### src/rtl/mouse_position_tracker_if.sv
// Mouse coordinate bus: PS/2 byte stream in, clamped fixed-point cursor and button state out.
`default_nettype none

interface mouse_position_tracker_if;
  logic        byte_valid;
  logic [7:0]  byte_data;
  logic [31:0] x_mouse;
  logic [31:0] y_mouse;
  logic        btn_left;
  logic        btn_right;
  logic        pos_valid;
  logic        sync_err;

  modport master (
    input  byte_valid, byte_data,
    output x_mouse, y_mouse, btn_left, btn_right, pos_valid, sync_err
  );

  modport slave (
    output byte_valid, byte_data,
    input  x_mouse, y_mouse, btn_left, btn_right, pos_valid, sync_err
  );
endinterface

`default_nettype wire

### src/rtl/mouse_position_tracker.sv
// mouse_position_tracker: assembles 3-byte PS/2 packets and integrates deltas into a clamped cursor.
// Revision 1.0
`default_nettype none

module mouse_position_tracker #(
  parameter int SCREEN_W       = 640,
  parameter int SCREEN_H       = 480,
  parameter int INIT_X         = 320,
  parameter int INIT_Y         = 240,
  parameter int FRAC_BITS      = 12,
  parameter int TIMEOUT_CYCLES = 2000000
) (
  input  wire logic             clk,
  input  wire logic             rst,
  mouse_position_tracker_if.master bus
);

  localparam int CNT_W = $clog2(TIMEOUT_CYCLES + 1);
  localparam logic signed [15:0] C_X_MAX = 16'(SCREEN_W - 1);
  localparam logic signed [15:0] C_Y_MAX = 16'(SCREEN_H - 1);

  typedef enum logic [1:0] {
    WAIT_B0 = 2'd0,
    WAIT_B1 = 2'd1,
    WAIT_B2 = 2'd2
  } state_t;

  state_t                   state, state_nxt;
  logic [CNT_W-1:0]         tmo_cnt;
  // Header kept as {yovf, xovf, ysign, xsign, right, left}
  logic [5:0]               hdr;
  logic [7:0]               dx_lo;
  logic signed [15:0]       x_pos, y_pos;
  logic                     pos_valid_r, sync_err_r;
  logic                     btn_l_r, btn_r_r;

  logic                     timeout_hit, hdr_ok, dx_take, apply, drop;
  logic signed [15:0]       dx, dy, x_sum, y_sum;

  function automatic logic signed [15:0] clamp(input logic signed [15:0] v,
                                               input logic signed [15:0] hi);
    if (v < 16'sd0)   return 16'sd0;
    else if (v > hi)  return hi;
    else              return v;
  endfunction

  assign timeout_hit = (state != WAIT_B0) && (tmo_cnt == CNT_W'(TIMEOUT_CYCLES));

  always_comb begin
    state_nxt = state;
    hdr_ok    = 1'b0;
    dx_take   = 1'b0;
    apply     = 1'b0;
    drop      = 1'b0;
    // A timeout restarts framing, and a byte arriving that same cycle is judged as a header
    if (state == WAIT_B0 || timeout_hit) begin
      state_nxt = WAIT_B0;
      drop      = timeout_hit;
      if (bus.byte_valid) begin
        if (bus.byte_data[3]) begin
          hdr_ok    = 1'b1;
          state_nxt = WAIT_B1;
        end else begin
          drop = 1'b1;
        end
      end
    end else if (bus.byte_valid) begin
      if (state == WAIT_B1) begin
        dx_take   = 1'b1;
        state_nxt = WAIT_B2;
      end else begin
        apply     = 1'b1;
        state_nxt = WAIT_B0;
      end
    end
  end

  assign dx    = hdr[4] ? 16'sd0 : {{7{hdr[2]}}, hdr[2], dx_lo};
  assign dy    = hdr[5] ? 16'sd0 : {{7{hdr[3]}}, hdr[3], bus.byte_data};
  assign x_sum = x_pos + dx;
  assign y_sum = y_pos - dy;

  always_ff @(posedge clk) begin
    if (rst) begin
      state       <= WAIT_B0;
      tmo_cnt     <= '0;
      hdr         <= '0;
      dx_lo       <= '0;
      x_pos       <= 16'(INIT_X);
      y_pos       <= 16'(INIT_Y);
      btn_l_r     <= 1'b0;
      btn_r_r     <= 1'b0;
      pos_valid_r <= 1'b0;
      sync_err_r  <= 1'b0;
    end else begin
      state       <= state_nxt;
      pos_valid_r <= apply;
      sync_err_r  <= drop;
      if (state_nxt == WAIT_B0 || bus.byte_valid)
        tmo_cnt <= '0;
      else
        tmo_cnt <= tmo_cnt + CNT_W'(1);
      if (hdr_ok)
        hdr <= {bus.byte_data[7:4], bus.byte_data[1:0]};
      if (dx_take)
        dx_lo <= bus.byte_data;
      if (apply) begin
        x_pos   <= clamp(x_sum, C_X_MAX);
        y_pos   <= clamp(y_sum, C_Y_MAX);
        btn_l_r <= hdr[0];
        btn_r_r <= hdr[1];
      end
    end
  end

  assign bus.x_mouse   = 32'($unsigned(x_pos)) << FRAC_BITS;
  assign bus.y_mouse   = 32'($unsigned(y_pos)) << FRAC_BITS;
  assign bus.btn_left  = btn_l_r;
  assign bus.btn_right = btn_r_r;
  assign bus.pos_valid = pos_valid_r;
  assign bus.sync_err  = sync_err_r;

endmodule

`default_nettype wire

### src/flat_wrapper.sv
// flat-port wrapper written by rule: the top's interface ports become plain ports
module mouse_position_tracker_flat 
#(
  parameter int SCREEN_W       = 640,
  parameter int SCREEN_H       = 480,
  parameter int INIT_X         = 320,
  parameter int INIT_Y         = 240,
  parameter int FRAC_BITS      = 12,
  parameter int TIMEOUT_CYCLES = 2000000
)
  (clk, rst, bus_byte_valid, bus_byte_data, bus_x_mouse, bus_y_mouse, bus_btn_left, bus_btn_right, bus_pos_valid, bus_sync_err);
  mouse_position_tracker_if bus_i ();
  input  wire logic clk;
  input  wire logic rst;
  input wire logic [$bits(bus_i.byte_valid)-1:0] bus_byte_valid;
  input wire logic [$bits(bus_i.byte_data)-1:0] bus_byte_data;
  output wire logic [$bits(bus_i.x_mouse)-1:0] bus_x_mouse;
  output wire logic [$bits(bus_i.y_mouse)-1:0] bus_y_mouse;
  output wire logic [$bits(bus_i.btn_left)-1:0] bus_btn_left;
  output wire logic [$bits(bus_i.btn_right)-1:0] bus_btn_right;
  output wire logic [$bits(bus_i.pos_valid)-1:0] bus_pos_valid;
  output wire logic [$bits(bus_i.sync_err)-1:0] bus_sync_err;
  assign bus_i.byte_valid = bus_byte_valid;
  assign bus_i.byte_data = bus_byte_data;
  assign bus_x_mouse = bus_i.x_mouse;
  assign bus_y_mouse = bus_i.y_mouse;
  assign bus_btn_left = bus_i.btn_left;
  assign bus_btn_right = bus_i.btn_right;
  assign bus_pos_valid = bus_i.pos_valid;
  assign bus_sync_err = bus_i.sync_err;
  mouse_position_tracker #(.SCREEN_W(SCREEN_W), .SCREEN_H(SCREEN_H), .INIT_X(INIT_X), .INIT_Y(INIT_Y), .FRAC_BITS(FRAC_BITS), .TIMEOUT_CYCLES(TIMEOUT_CYCLES)) u_core (.clk(clk), .rst(rst), .bus(bus_i));
endmodule
### config.mk
export PLATFORM = sky130hd
export DESIGN_NAME = mouse_position_tracker_flat
export DESIGN_NICKNAME = d
export VERILOG_FILES = /design/src/rtl/mouse_position_tracker_if.sv /design/src/rtl/mouse_position_tracker.sv /design/src/flat_wrapper.sv
export SDC_FILE = /design/constraint.sdc
export NUM_CORES = 1
export LEC_CHECK = 0
export CAP_MARGIN = 15
export CORE_MARGIN = 5
export CORE_UTILIZATION = 44
export CTS_BUF_LIST = sky130_fd_sc_hd__clkbuf_2
export DETAILED_ROUTE_END_ITERATION = 10
export PLACE_DENSITY = 0.71
export SYNTH_ARGS = -nofsm -noshare
export SYNTH_HDL_FRONTEND = slang
export SYNTH_SLANG_ARGS = --single-unit
export TNS_END_PERCENT = 10
### constraint.sdc
create_clock -name clk -period 3.5 [get_ports clk]
set_input_delay 0.7 -clock clk [delete_from_list [all_inputs] [get_ports clk]]
set_output_delay 0.7 -clock clk [all_outputs]
set_load 0.01 [all_outputs]
==> impl_results.md, run 1 <==
- Longest Clk Path Bufs: 2
- Post-DRT Antenna Nets: 0
- Yosys cell types: between 60 and 70
- FILL cells: 983
- Clk sinks: a little over 70
- Post-synth ARST share: 0%
- Worst Setup Path Type: in -> reg
- Setup violators final: 0
- Root buffer cell: clkbuf_2
- Vias per cell: 5.38
- Lkg Pwr: 2.27 nW
- CTS tree: done
- TritonCTS Buffers: 9
- Synth Cell Area: 0.00467 mm^2
- H-tree levels: 3
- Tcrit/Tclk final: between 90% and 100%
- Post-CTS Setup Repair Bufs: 0
- Drt first-iter violations: 215
- Final Hold Vio Count: 0
- Clock Power Share: 28.8%
- Slew Limit Fails: 0
- Synth Warn #: 0
- Net Sw Frac: 31.3%
- Peak supply drop: 0.000141 V
- Vias in the first global route: 4,062
- Post-Syn Instances: 554
- Hold-fix buffers at CTS: 0
- DIE HEIGHT: 113 um
- Worst hold path class: reg -> reg
- Critical Path Sink Type: flip-flop
- Yosys reg bits: 71
- Layout area overhead: 16.5%
- Global-route wire length before repair: 18,900 um
- Initial Utilization: 45.3%
- Fin Clk Skew: 25.8 ps
- Slew HR: 33.5%
- Final net count: 671
- Total grt overflow: 0
- Power per cell area: slightly above 300 mW/mm^2
- Core footprint: 0.0103 mm^2
- Critical Path AT: 3760 ps
- Post-Syn Area per Cell: 8.44 um^2
- Peak Freq: 301 MHz
- Max-Cap Viols: 0
- Ports: 79
- Drt total wl: 11,200 um
- Port Buffers: 44
- Drt wl/cell: 14.7 um
- Initial antenna violation count: 1
- Worst-path clk slew: 210 ps
- Sequential Power Share: 49.9%
- Finished Layout Cells: 766
- Int Pwr: between 1 and 1.5 mW
- Cts repair resizes: 0
- Crit path launch type: input port
- Drt first pass iters: 5
- Chip width: 113 um
- Gate power share: 21.3%
- Dpl hpwl: roughly 8700 um
- Clock latency on the worst-skew pair: 540 ps
- DR DRC count: 0
- Synth Flop Type: dfxtp_1
- Rows: 37
- Register area share after synthesis: 30.4%
- Area after DPL: 0.00532 mm^2
- GP Congestion: 0.863
- WP data required: approximately 3900 ps
- GR Util All Layers: 17.8%
- Die area: 0.0128 mm^2
- Total vias in the final route: 4,118
- Post-synth EDFFs: 0
- Design Area, Final: 0.00544 mm^2
- R2r setup slk: 310 ps
- Min cycle time layout: 3320 ps
- Pin count of the biggest net entering global routing: 29
- Status: completed
- Placed insts: 749
- Unrepaired setup endpoints after global routing: false
- Slew @ Worst Pin: 993 ps
- Share of post-route cells with drive strength above 1: 10.5%
- Crit Path Max Fanout: 5
- Sw Pwr: 0.521 mW
-- power by group through the flow --
stage | Clock [mW] | Combinational, mW | Sequential, mW
after global routing | 0.529 | 0.391 | 0.834
after floorplan | 0 | 0.256 | 0.846
final | 0.479 | 0.355 | 0.831
after CTS | 0.494 | 0.351 | 0.832
after detailed placement | 0 | 0.349 | 0.847
after global placement | 0 | 0.343 | 0.847
-- layout by cell type, fill, tap and decap left out, types with 4 or more instances in the layout --
cell,count
nor2_1,52
o211ai_1,7
dfxtp_1,71
nor2b_1,11
xnor2_1,18
ha_1,34
nand3_1,17
clkdlybuf4s50_1,44
o21ai_0,28
mux2i_1,17
a21oi_1,33
a211oi_1,8
or3_1,11
and2_1,11
o21a_1,4
a21o_1,9
nand2_1,30
xor2_1,15
buf_4,32
a32oi_1,7
nor3_1,9
inv_1,20
nand2b_1,17
and3_2,4
nand4_1,6
conb_1,34
nand3b_1,5
clkbuf_2,9
-- synthesized netlist by cell type, types with 8 or more instances --
cell	number	area, um^2
a211oi_1	8	60.1
a21o_1	9	67.6
a21oi_1	33	165
and2_1	11	68.8
buf_4	34	255
clkbuf_1	8	30.0
dfxtp_1	71	1420
ha_1	34	425
inv_1	20	75.1
mux2i_1	17	170
nand2_1	30	113
nand2b_1	17	106
nand3_1	17	85.1
nor2_1	52	195
nor2b_1	11	68.8
nor3_1	9	45.0
o21ai_0	28	140
or3_1	11	68.8
xnor2_1	18	158
xor2_1	15	131
-- final cells by class --
class	instances	area, um^2	share of cell area [%]
Antenna cell	1	2.50	0.0460
Sequential cell	71	1420	26.1
Timing Repair Buffer	76	681	12.5
Multi-Input combinational cell	446	2980	54.7
Tap cell	136	170	3.13
Clock buffer	9	45.0	0.827
Inverter	20	75.1	1.38
Clock inverter	7	72.6	1.33
-- sequential cells by signal (all words and copies together) (netlist names) --
signal and cells:
u_core.x_pos 15, u_core.bus.btn_left 1, u_core.bus.sync_err 1, u_core.dx_lo 8
u_core.y_pos 15, u_core.hdr 6, u_core.bus.pos_valid 1, u_core.state 2
u_core.tmo_cnt 21, u_core.bus.btn_right 1
-- stage by stage --
stage	hold slack [ps]	setup WS [ps]	setup TNS, ps	utilization [%]	power [mW]
2_1_floorplan	430	223	0	-	1.10
3_3_place_gp	443	-368	-2870	51.5	1.19
3_5_place_dp	454	-432	-3470	51.5	1.20
4_1_cts	499	173	0	52.6	1.68
5_1_grt	518	17.1	0	52.7	1.75
6_report	497	178	0	52.7	1.66
-- metal layers --
layer | GRT usage, % | wire length (um) | vias to the layer above
li1 | - | - | 2053
met4 | 6.41 | 183 | 0
met5 | 0 | 0 | -
met3 | 3.90 | 674 | 16
met1 | 22.0 | 4990 | 1920
met2 | 30.6 | 5390 | 129
-- worst paths after layout --
path | from | end | cells past startpoint
worst max-delay path | bus_byte_data[0] | u_core.y_pos[6]$_SDFFE_PP1P_ | 14
worst min-delay path | u_core.tmo_cnt[0]$_SDFF_PP0_ | u_core.tmo_cnt[0]$_SDFF_PP0_ | 1
worst max register to register | u_core.hdr[5]$_SDFFE_PP0P_ | u_core.y_pos[6]$_SDFFE_PP1P_ | 11
worst min register to register | u_core.tmo_cnt[0]$_SDFF_PP0_ | u_core.tmo_cnt[0]$_SDFF_PP0_ | 1
-- cells by family after synthesis --
group	synth area share (%)
compound gates	19.0
flops	30.4
mux	3.88
other cells	0.0802
simple gates	21.8
buf+inv	8.70
xor+xnor	6.18
fa+ha+maj	9.96
-- worst max-delay path, cell delays in order --
cell	delay, ps
clkdlybuf4s50_1	490
nor2b_1	150
ha_1	170
inv_1	50
fa_1	400
a21o_1	210
buf_4	150
a22o_2	220
o211ai_1	250
a21boi_1	110
xor2_1	180
nor3_4	260
nand3_1	120
a221o_1	320
Note: power is estimated with default switching activity, not from simulation.
==> inputs of run 2 (changes only) <==
==> constraint.sdc (replaced) <==
create_clock -name clk -period 3.5 [get_ports clk]
set_input_delay 0.7 -clock clk [delete_from_list [all_inputs] [get_ports clk]]
set_output_delay 0.7 -clock clk [all_outputs]
set_load 0.05 [all_outputs]
==> results of run 2 <==
The final DEF is identical to that of run 1. Status: completed.
Main changes from that run: total power 1.66 mW -> 1.74 mW; worst IR drop on VDD 0.000141 V -> 0.000142 V
==> RTL edit, RTL diff (config.mk and constraints of run 2) <==
`TIMEOUT_CYCLES` is set to 2000000 in 2 places; all go to 1000000.
--- a/src/rtl/mouse_position_tracker.sv
+++ b/src/rtl/mouse_position_tracker.sv
@@ -9,5 +9,5 @@
   parameter int INIT_Y         = 240,
   parameter int FRAC_BITS      = 12,
-  parameter int TIMEOUT_CYCLES = 2000000
+  parameter int TIMEOUT_CYCLES = 1000000
 ) (
   input  wire logic             clk,
--- a/src/flat_wrapper.sv
+++ b/src/flat_wrapper.sv
@@ -7,5 +7,5 @@
   parameter int INIT_Y         = 240,
   parameter int FRAC_BITS      = 12,
-  parameter int TIMEOUT_CYCLES = 2000000
+  parameter int TIMEOUT_CYCLES = 1000000
 )
   (clk, rst, bus_byte_valid, bus_byte_data, bus_x_mouse, bus_y_mouse, bus_btn_left, bus_btn_right, bus_pos_valid, bus_sync_err);
Function: same outputs for any inputs over 4 cycles, from zero or initial values and one cycle with rst high; that may be too few to reach the edited logic, so the function may still have changed.
==> RTL edit against run 2 <==
Synthesized cell count up 2.9%. Via count up 1.7%. Clock power up 2%. Worst hold slack better by 0.0040 ns. Maximum frequency up 1.6%. First-iteration DRC count up 13%. Routed wire length up 2.6%. Design area up 0.62%. Area after synthesis up 4.0%. Combinational power down 13%. Sequential cell count down 1. Total power down 3.1%. Worst setup slack better by 0.052 ns. Largest cell class unchanged. Largest power group unchanged.
==> RTL edit: results <==
metrics = {
    "grt": {
        "gr-usage-met3_pct": 3.63,
        "first_global_vias": 4121,
        "grt_start_max_net_pins": 21,
        "grt_use_total_pct": 17.8,
        "antenna_found_initial": 0,
        "grt_use_met1_pct": 23.5,
        "global_route.usage.met2_pct": 28.6,
        "grt_pass1_wl_mm": 19.3,
    },
    "min_path": {
        "hp-class": "reg -> reg",
        "hold_path_depth": 1,
    },
    "sta": {
        "slew-limit-headroom_pct": 47.3,
        "final.setup_skew_ns": 0.0290,
        "timing.final.hold_violations": 0,
    },
    "layout": {
        "final_nets": 670,
        "layout.filler_cells": 1054,
        "biggestRegsByFlops": "u_core.tmo_cnt x20, u_core.x_pos x15, u_core.y_pos x15",
        "final_layout_size_suffix_gt1_share_pct": 9.87,
        "antenna_cells_inserted": 0,
    },
    "logic_synthesis": {
        "synth.lib_cells_used.distinct": 80,
        "synth.mux.area_fraction_pct": 3.81,
        "ys_seq_area_share_pct": 28.8,
        "synth_adder_area_share_pct": 9.58,
        "yosys_warnings": 0,
        "yosys_most_used_dff": "sky130_fd_sc_hd__dfxtp_1",
        "synth-async-reset-ratio_pct": 0,
        "synth_compound_area_share_pct": 20.8,
        "synth_top_family_by_area": "simple AND/OR/NAND/NOR gates",
        "synthTopCellsByArea": "sky130_fd_sc_hd__dfxtp_1 29%, sky130_fd_sc_hd__ha_1 8.8%, sky130_fd_sc_hd__buf_4 5.4%, sky130_fd_sc_hd__nor2_1 4.4%, sky130_fd_sc_hd__a21oi_1 3.5%",
        "ys_top_cells_by_count": "70 x sky130_fd_sc_hd__dfxtp_1, 57 x sky130_fd_sc_hd__nor2_1, 38 x sky130_fd_sc_hd__nand2_1",
        "post_synth_xor_xnor_area_pct": 5.77,
    },
    "power_and_ir_drop": {
        "leakage_nw": 2.36,
        "peakVddDrop_uv": 176,
    },
    "route": {
        "detail_route.vias_per_cell": 5.45,
        "drt-initial-drc-count": 244,
        "wl_mm": 11.5,
        "drt_first_pass_iters": 5,
        "detail-route-antenna-nets": 0,
    },
    "place": {
        "dpl.hpwl_mm": 8.95,
        "dpl_cell_area_sq_um": 5360,
        "gpl.final_weighted_congestion": 0.913,
        "dpl_worst_slack_ns": -0.325,
        "placement.io_buffers": 44,
    },
    "setup_path": {
        "crit_path_max_fanout": 9,
        "worstPathArrival_ns": 3.71,
        "worst_r2r_path_depth": 9,
    },
    "clock_tree": {
        "cts-resized-gates": 0,
        "postCtsSetupRepairBufs": 0,
        "cts_inserted_buffers": 9,
        "worst_skew_pair.late_latency_ns": 0.55,
        "cts-root-to-sink-buffers": 2,
        "clk_transition_reported_paths_ns": 0.22,
        "clockRootBuffer": "sky130_fd_sc_hd__clkbuf_2",
        "htree_num_levels": 3,
    },
    "status": {
        "outcome": "finished clean",
    },
}
RTL edit: changes by cell type after synthesis, moves of 4 or more:
cell	delta
sky130_fd_sc_hd__o211ai_1	-5
sky130_fd_sc_hd__nand2_1	+8
sky130_fd_sc_hd__o21ai_0	-11
sky130_fd_sc_hd__a32oi_1	-4
sky130_fd_sc_hd__or3_1	-6
sky130_fd_sc_hd__a221o_1	+4
sky130_fd_sc_hd__nor2_1	+5
sky130_fd_sc_hd__inv_1	+4
sky130_fd_sc_hd__and2_1	-9
sky130_fd_sc_hd__o22ai_1	+5
sky130_fd_sc_hd__and3_1	+13
RTL edit: cells by family after synthesis:
logic type	Yosys count
other	1
adder cells (fa/ha/maj)	36
multiplexers	18
flip-flops	70
AO/OA/AOI/OAI	136
XOR/XNOR	32
buffers and inverters	76
AND/OR/NAND/NOR	201
RTL edit: critical path: stages:
cell and delay (ns):
sky130_fd_sc_hd__clkdlybuf4s50_1 0.52, sky130_fd_sc_hd__nor2b_1 0.15, sky130_fd_sc_hd__ha_1 0.16, sky130_fd_sc_hd__inv_1 0.05, sky130_fd_sc_hd__fa_1 0.39, sky130_fd_sc_hd__a21oi_1 0.20
sky130_fd_sc_hd__nor2_1 0.11, sky130_fd_sc_hd__o311ai_2 0.42, sky130_fd_sc_hd__nand2_1 0.11, sky130_fd_sc_hd__a221oi_1 0.29, sky130_fd_sc_hd__o2111a_1 0.44, sky130_fd_sc_hd__a41oi_1 0.18
RTL edit: per-layer routing:
layer	wire length, microns	up-vias
li1	-	2107
met4	285	0
met5	0	-
met3	672	30
met2	5310	119
met1	5260	1932
RTL edit: through the flow:
stage                     hold WS, ns  std cells  power, mW
after floorplan                 0.430        603       1.15
after global placement          0.444        752       1.20
after detailed placement        0.462        752       1.20
after CTS                       0.504        768       1.70
after global routing            0.524        768       1.78
final                           0.501        768       1.69
RTL edit: power breakdown:
group,switching (mW),internal (mW),leakage [nW]
registers,0.0109,0.810,0.566
logic,0.250,0.124,1.74
clock network,0.327,0.163,0.0582
total,0.588,1.10,2.36
RTL edit: layout make-up:
| cell class | count | area [sq um] | area share (%) |
|---|---|---|---|
| multi-input cells | 457 | 3120 | 57.0 |
| flip-flops and latches | 70 | 1400 | 25.6 |
| repair buffers | 61 | 568 | 10.4 |
| well taps | 140 | 175 | 3.20 |
| inverters | 24 | 90.1 | 1.64 |
| clock inverters | 7 | 72.6 | 1.32 |
| clock buffers | 9 | 45.0 | 0.822 |
RTL edit: path summary, 6_finish.rpt:
path	slack, ns	end	start
max	0.23	u_core.y_pos[0]	bus_byte_data[0]
min	0.50	u_core.tmo_cnt[0]	u_core.tmo_cnt[0]
max reg2reg	0.32	u_core.y_pos[0]	u_core.hdr[5]
min reg2reg	0.50	u_core.tmo_cnt[0]	u_core.tmo_cnt[0]
